File: src/rtl/ahb_pkg.sv
// ahb_pkg: AHB-Lite encodings (htrans, hburst, hsize, hresp), line-fill FSM state type and burst-code helper
package ahb_pkg;
  typedef enum logic [1:0] {
    HTRANS_IDLE   = 2'b00,
    HTRANS_BUSY   = 2'b01,
    HTRANS_NONSEQ = 2'b10,
    HTRANS_SEQ    = 2'b11
  } htrans_t;
  localparam logic [2:0] HBURST_WRAP4  = 3'b010;
  localparam logic [2:0] HBURST_INCR4  = 3'b011;
  localparam logic [2:0] HBURST_WRAP8  = 3'b100;
  localparam logic [2:0] HBURST_INCR8  = 3'b101;
  localparam logic [2:0] HBURST_WRAP16 = 3'b110;
  localparam logic [2:0] HBURST_INCR16 = 3'b111;
  localparam logic [2:0] HSIZE_WORD    = 3'b010;
  localparam logic HRESP_OKAY  = 1'b0;
  localparam logic HRESP_ERROR = 1'b1;
  typedef enum logic [2:0] {IDLE, ADDR, BURST, DRAIN, DONE} fill_state_t;
  function automatic logic [2:0] burst_code(input int words, input logic wrap);
    return words == 16 ? (wrap ? HBURST_WRAP16 : HBURST_INCR16) :
           words == 8  ? (wrap ? HBURST_WRAP8  : HBURST_INCR8)  :
                         (wrap ? HBURST_WRAP4  : HBURST_INCR4);
  endfunction
endpackage

File: src/rtl/fill_line_buffer.sv
// fill_line_buffer: LINE_WORDS x DATA_WIDTH line registers; ports clk, rst (async active-low), we/idx/wdata word write, flat line_data out
module fill_line_buffer #(
  parameter int DATA_WIDTH = 32,
  parameter int LINE_WORDS = 4
) (
  input  logic                             clk,
  input  logic                             rst,
  input  logic                             we,
  input  logic [$clog2(LINE_WORDS)-1:0]    idx,
  input  logic [DATA_WIDTH-1:0]            wdata,
  output logic [LINE_WORDS*DATA_WIDTH-1:0] line_data
);
  logic [DATA_WIDTH-1:0] words [LINE_WORDS];
  always_ff @(posedge clk or negedge rst) begin
    if (!rst) words <= '{default: '0};
    else if (we) words[idx] <= wdata;
  end
  for (genvar i = 0; i < LINE_WORDS; i++) begin : g_flat
    assign line_data[i*DATA_WIDTH +: DATA_WIDTH] = words[i];
  end
endmodule

File: src/rtl/ahb_line_fill_master.sv
// ahb_line_fill_master: AHB-Lite burst line fill for the I-cache; in: clk, rst (async active-low), mem_req, req_addr, hrdata, hready, hresp; out: mem_ready, line_data, bus_err, haddr, htrans, hburst, hsize, hwrite; option CACHE_CRIT_WORD_FIRST_EN selects WRAPn critical-word-first
module ahb_line_fill_master
  import ahb_pkg::*;
#(
  parameter int ADDR_WIDTH = 32,
  parameter int DATA_WIDTH = 32,
  parameter int LINE_WORDS = 4
) (
  input  logic                             clk,
  input  logic                             rst,
  input  logic                             mem_req,
  input  logic [ADDR_WIDTH-1:0]            req_addr,
  output logic                             mem_ready,
  output logic [LINE_WORDS*DATA_WIDTH-1:0] line_data,
  output logic                             bus_err,
  output logic [ADDR_WIDTH-1:0]            haddr,
  output logic [1:0]                       htrans,
  output logic [2:0]                       hburst,
  output logic [2:0]                       hsize,
  output logic                             hwrite,
  input  logic [DATA_WIDTH-1:0]            hrdata,
  input  logic                             hready,
  input  logic                             hresp
);
  localparam int IW = $clog2(LINE_WORDS);
  localparam int LB = IW + 2;
  localparam int CW = IW + 1;
  fill_state_t           state;
  logic [CW-1:0]         addr_cnt;
  logic [CW-1:0]         data_cnt;
  logic                  dph_valid;
  logic [IW-1:0]         dph_idx;
  logic [ADDR_WIDTH-1:0] base;
  logic [ADDR_WIDTH-1:0] next_addr;
  logic                  addr_acc;
  logic                  data_ok;
  logic                  err;
  logic                  last_addr;
  logic                  last_data;
`ifdef CACHE_CRIT_WORD_FIRST_EN
  localparam logic WRAP = 1'b1;
  assign base      = req_addr & ~ADDR_WIDTH'(3);
  assign next_addr = {haddr[ADDR_WIDTH-1:LB], haddr[LB-1:2] + IW'(1), 2'b00};
`else
  localparam logic WRAP = 1'b0;
  assign base      = req_addr & ~ADDR_WIDTH'(LINE_WORDS*4-1);
  assign next_addr = haddr + ADDR_WIDTH'(4);
`endif
  assign hsize     = HSIZE_WORD;
  assign hwrite    = 1'b0;
  assign addr_acc  = htrans[1] && hready;
  assign data_ok   = dph_valid && hready && hresp == HRESP_OKAY;
  assign err       = dph_valid && hresp == HRESP_ERROR;
  assign last_addr = addr_cnt == CW'(LINE_WORDS-1);
  assign last_data = data_cnt == CW'(LINE_WORDS-1);
  always_ff @(posedge clk or negedge rst) begin
    if (!rst) begin
      state     <= IDLE;
      htrans    <= HTRANS_IDLE;
      haddr     <= '0;
      hburst    <= '0;
      mem_ready <= 1'b0;
      bus_err   <= 1'b0;
      addr_cnt  <= '0;
      data_cnt  <= '0;
      dph_valid <= 1'b0;
      dph_idx   <= '0;
    end else begin
      if (hready) begin
        dph_valid <= htrans[1];
        dph_idx   <= haddr[LB-1:2];
      end
      if (addr_acc) addr_cnt <= addr_cnt + CW'(1);
      if (data_ok) data_cnt <= data_cnt + CW'(1);
      case (state)
        IDLE: if (mem_req) begin
          state    <= ADDR;
          htrans   <= HTRANS_NONSEQ;
          haddr    <= base;
          hburst   <= burst_code(LINE_WORDS, WRAP);
          addr_cnt <= '0;
          data_cnt <= '0;
        end
        ADDR: if (hready) begin
          state  <= BURST;
          htrans <= HTRANS_SEQ;
          haddr  <= next_addr;
        end
        BURST: if (err) begin
          htrans    <= HTRANS_IDLE;
          state     <= hready ? DONE : DRAIN;
          mem_ready <= hready;
          bus_err   <= hready;
        end else if (hready) begin
          htrans <= last_addr ? HTRANS_IDLE : HTRANS_SEQ;
          haddr  <= last_addr ? haddr : next_addr;
          state  <= last_addr ? DRAIN : BURST;
        end
        DRAIN: if (dph_valid && hready && (hresp == HRESP_ERROR || last_data)) begin
          state     <= DONE;
          mem_ready <= 1'b1;
          bus_err   <= hresp == HRESP_ERROR;
        end
        DONE: begin
          state     <= IDLE;
          mem_ready <= 1'b0;
          bus_err   <= 1'b0;
        end
        default: state <= IDLE;
      endcase
    end
  end
  fill_line_buffer #(.DATA_WIDTH(DATA_WIDTH), .LINE_WORDS(LINE_WORDS)) u_buf (
    .clk       (clk),
    .rst       (rst),
    .we        (data_ok),
    .idx       (dph_idx),
    .wdata     (hrdata),
    .line_data (line_data)
  );
endmodule

File: config.mk
export PLATFORM = sky130hd
export DESIGN_NAME = ahb_line_fill_master
export DESIGN_NICKNAME = d
export VERILOG_FILES = /design/src/rtl/ahb_pkg.sv /design/src/rtl/fill_line_buffer.sv /design/src/rtl/ahb_line_fill_master.sv
export SDC_FILE = /design/constraint.sdc
export NUM_CORES = 1
export LEC_CHECK = 0
export CAP_MARGIN = 20
export CORE_ASPECT_RATIO = 1.1
export CORE_UTILIZATION = 50
export CTS_CLUSTER_DIAMETER = 150
export DETAILED_ROUTE_END_ITERATION = 6
export GPL_ROUTABILITY_DRIVEN = 0
export PLACE_DENSITY = 0.85
export SYNTH_ARGS = -nofsm -noshare
export SYNTH_HDL_FRONTEND = slang
export SYNTH_SLANG_ARGS = --single-unit
File: constraint.sdc
create_clock -name clk -period 6.5 [get_ports clk]
set_input_delay 1.3 -clock clk [delete_from_list [all_inputs] [get_ports clk]]
set_output_delay 1.3 -clock clk [all_outputs]
set_load 0.01 [all_outputs]
======== Word-level counts from Yosys, hierarchy flattened ========
Cells that the tools add are included.
storage, ports and cells
  input port bits ......................... 69
  flip-flop bits (word level) ............. 177
operators by class
  mux-type cells .......................... 34
  reductions and logical operators ........ 15
  bitwise gates (word level) .............. 2
  eq/ne operators ......................... 14
  $lt $le $gt $ge ......................... 2
  $add $sub $neg .......................... 3
operator list
  cell                                                                   number
  32-bit two-way mux                                                     6
  128-bit bitwise mux                                                    1
  32-bit case mux with 3 select lines                                    1
  32-bit demux with 2-bit select                                         1
  3-bit two-way mux                                                      12
  32-bit by 3-bit adder with 32-bit output, second input constant        1
  2-bit inequality test, second input constant                           7
  3-bit by 2-bit equality test with 1-bit output, second input constant  4
  3-bit case mux with 4 select lines                                     1
  2-bit two-way mux                                                      5
  4-bit AND reduction                                                    2
  3-bit by 1-bit adder with 3-bit output, second input constant          2
  1-bit logical AND                                                      6
  1-bit case mux with 3 select lines                                     2
  2-bit case mux with 3 select lines                                     1
  6-bit AND reduction                                                    1
  3-bit nonzero test                                                     2
  1-bit two-way mux                                                      4
  3-bit by 1-bit equality test with 1-bit output, second input constant  1
  3-bit equality test, second input constant                             1
  3-bit >= comparator, second input constant                             1
  3-bit zero test                                                        1
  3-bit by 1-bit < comparator with 1-bit output, second input constant   1
  3-bit inequality test, second input constant                           1
  5 further kinds                                                        5

======== Longest topological paths before layout ========
  word-level depth ........................ 6
  mapped depth ............................ 7
  gate-level depth less buffers ........... 7

======== Hierarchy ========
From an unflattened synthesis, not the netlist that was laid out.
unflattened totals
  cells, all modules ...................... 608
  area total of the unflattened synthesis .. 7,601.0 µm²
modules (own cells, without submodules)
  module                instances  area an instance (µm²)  cells each  seq. area each (µm²)
  fill_line_buffer      1          4,744.6                 272         3,203.1
  ahb_line_fill_master  1          2,856.5                 336         1,176.1

======== Least setup slack after synthesis ========
OpenSTA, ideal clock, no wires.
  kind .................................... input -> register
  from .................................... input hready
  to ...................................... register u_buf.words, in the netlist u_buf.line_data[0]
  path slack .............................. 3.612 ns
  buffers on the path ..................... 2
  cell stages on the path ................. 5
  data required time ...................... 6.375 ns
  data arrival time ....................... 2.763 ns
  cells stage by stage .................... buf_2 -> nand3b_1 -> nor3_1 -> clkbuf_1 -> mux2_2
on the way
  cells in the longest elaborated chain, start to end .. 2
ends and longest elaborated chain
  what                             line                        RTL
  from (decl)                      ahb_line_fill_master.sv:22  input logic hready,
  1-bit logical AND (2 in a row)   ahb_line_fill_master.sv:52  assign data_ok = dph_valid && hready && hresp == HRESP_OKAY;
  to (signal, indexed assignment)  fill_line_buffer.sv:16      else if (we) words[idx] <= wdata;
  to (decl)                        fill_line_buffer.sv:13      logic [DATA_WIDTH-1:0] words [LINE_WORDS];
No other way between the ends.
A chain may end at the register's enable or synchronous reset.

======== Final worst setup path ========
  from .................................... input hready
  to ...................................... register u_buf.words, in the netlist u_buf.line_data[112]
The elaborated chain is that of the path after synthesis.

==> flow_summary.toml <==
[run_status]
status = "finished clean"

[detailed_routing]
drtIter0Drc = 380
via_per_inst = 5.62
drtPass1Iterations = 4
wl_mm = 19.4
post_drt_wl_per_cell_um = 19.0
drc_errors = 0
wl_met2_mm = 9.70
postRouteAntennaNets = 0
wl_met3_mm = 1.72
vias = 5739
wl_met1_mm = 7.76
top_layer = "met4"

[timing]
final_hold_viol_count = 0
whs_ns = 0.491
rsz0062_at_grt = "false"
setup-violations-final = 0
post-route-period-util_pct = 58.8
worstMarginPinSlew_ns = 1.08
finalCriticalPeriod_ns = 3.82
slew_viol_final = 0
max_freq_ghz = 0.262
fin_setup_tns_ns = 0
fin_skew_ns = 0.00874
slew_headroom_pct = 28.0

[place]
io_buffers = 228
hpwl_mm = 13.2
placedCellCount = 990

[yosys]
synth_edf_count = 0
ys_ff_latch = 175
ys_types = 54
syn_area_um2 = 7520
synth.avg_cell_area_um2 = 12.5
ys_warn_count = 0
yosysSeqAreaShare_pct = 58.2
synth_cells = 600
synth_ff_type = "dfrtp_1"
async_flop_share_pct = 100

[cts]
clkSlewWorstSetupHoldPaths_ns = 0.06
cts-htree-levels = 4
ctsHoldBuffers = 0
cts_buffers = 17
cts_tree = "done"
clock_path_buffers = 2
clock-sinks = 175
cts_setup_buffers = 0
insertion_delay_ns = 0.42
ctsResizeCount = 0
cts-root-buf = "clkbuf_16"

[layout]
stdcell_count = 1022
num_antenna_cells = 0
final_nets = 892
syn_to_final_growth_pct = 40.1
drive_gt1_share_pct = 22.2

[worst_setup_path]
crit_slowest_cell = "clkdlybuf4s50_1"
crit_buf_inv = 2
cpPeakStageDelay_ns = 0.83
worstPathCellList = "clkdlybuf4s50_1, nand3b_1, inv_1, nand3_2, mux2_2"
critPathLaunchType = "input pin"
worst_ep_required_time_ns = 6.79
critPathMaxFanout = 32
setup.worst_path.end_class = "register"
startpoint = "hready"
crit_arrival_ns = 4.12
worstSetupPathType = "input pin to register"
r2r_start = "haddr[2]"
crit_family = "simple AND/OR/NAND/NOR gates"

[grt]
grt_max_degree = 109
grt_pass1_vias = 5831
overflow = 0
grt_first_pass_wirelength_mm = 30.5
antenna_found_initial = 0
grt_usage_pct = 25.3

[job]
maxCapViolations = 0

[hold_path]
hp-start = "htrans[0]"
min_path_type = "register to register"

[floorplanning]
dieWidth_um = 119
die_y_um = 131
dieArea_um2 = 15500
num_io_pins = 240
initial_utilization_pct = 51.7
std_cell_rows = 46
coreArea_um2 = 14600

[pwr]
p_sw_mw = 1.94
p_sw_share_pct = 34.9
p_clk_share_pct = 18.0
ir_drop_v = 0.000293
leakage_nw = 4.49
p_per_area_nw_per_um2 = 527
intPower_mw = 3.62
p_seq_share_pct = 36.0
p_comb_share_pct = 46.1
[registers in the layout (all words and copies together), names as in the netlist, 2 cells and up]
signal and flops:
htrans 2, dph_idx 2, addr_cnt 3, data_cnt 3, state 3, haddr 30
u_buf.line_data 128
[kinds of logic after synthesis]
group	after synthesis	share of synthesized area, %
flops	175	58.2
simple gates	132	8.78
mux	131	19.6
compound gates	107	9.35
buf+inv	45	2.78
fa+ha+maj	5	0.832
xor+xnor	3	0.349
other cells	2	0.0998
[power by group through the flow]
stage	clock, mW	sequential [mW]	combinational [mW]
after floorplan	0	2.15	1.03
after global placement	0	1.95	2.45
after detailed placement	0	2.00	2.51
after CTS	1.02	2.00	2.54
after global routing	1.06	2.07	2.74
final	0.999	2.00	2.56
[worst paths after layout]
| path | end | slack [ns] | depth (start not counted) |
|---|---|---|---|
| min | htrans[0] | 0.49 | 2 |
| min reg2reg | htrans[0] | 0.49 | 2 |
| max in group asynchronous | haddr[5] | 4.02 | 2 |
| min in group asynchronous | u_buf.line_data[81] | 0.98 | 1 |
| max reg2reg | haddr[30] | 4.01 | 6 |
| max | u_buf.line_data[112] | 2.68 | 5 |
[per-stage QoR]
stage               power [mW]  setup slack, ns  instance area (µm²)  utilization [%]
finish                    5.56             2.68                10500             72.4
global placement          4.41             2.28                 9940             68.2
CTS                       5.55             2.71                10500             72.2
global route              5.86             2.47                10500             72.4
floorplan                 3.18             3.61                 7540                -
detailed placement        4.52             2.28                 9940             68.2
[cells in the final DEF (no fill, tap or decap), types with 3 or more instances in the layout]
cell and count:
a21oi_1 35, a2bb2oi_1 9, a311oi_1 5, a31oi_1 3, buf_4 5, clkbuf_16 17
clkdlybuf4s50_1 227, conb_1 7, dfrtp_1 175, ha_1 5, inv_1 5, inv_6 3
mux2_2 131, nand2_1 35, nand2b_1 4, nand3_1 16, nand3b_1 3, nand4_1 5
nor2_1 34, nor3_1 8, nor4_1 5, o21ai_0 19, o22ai_1 9, o31ai_1 4
xor2_1 3
[metal layers]
metal | vias to the layer above | track usage, %
met5 | - | 0
met4 | 0 | 7.82
met3 | 15 | 8.55
met2 | 238 | 43.9
met1 | 2882 | 29.9
li1 | 2604 | -
[tightest hold or removal path, delay by kind of cell (launching register included)]
family           cells  cell delay [ns]
flip-flops           1             0.35
AND/OR/NAND/NOR      2             0.11
[synthesized netlist by cell type (3+ instances only)]
library cell / n / area, µm²
nand4_1: 5 / 31.3
nand2_1: 36 / 135
o31ai_1: 4 / 30.0
buf_1: 6 / 22.5
inv_1: 5 / 18.8
a311oi_1: 5 / 43.8
a31oi_1: 3 / 18.8
nor2_1: 35 / 131
clkbuf_1: 23 / 86.3
a21oi_1: 35 / 175
nor4_1: 5 / 31.3
a2bb2oi_1: 9 / 78.8
buf_4: 8 / 60.1
nor3_1: 9 / 45.0
dfrtp_1: 175 / 4380
xor2_1: 3 / 26.3
mux2_2: 131 / 1480
nand2b_1: 4 / 25.0
o21ai_0: 20 / 100
nand3b_1: 3 / 22.5
ha_1: 5 / 62.6
o22ai_1: 9 / 56.3
nand3_1: 17 / 85.1
[layout make-up]
class,instances,area (µm²)
inverter,5,18.8
timing repair buffer,234,2350
fill,978,4020
multi-input combinational,385,2980
clock inverter,11,131
clock buffer,20,447
sequential,175,4380
tap,192,240
Power figures use the tool's default switching activity.
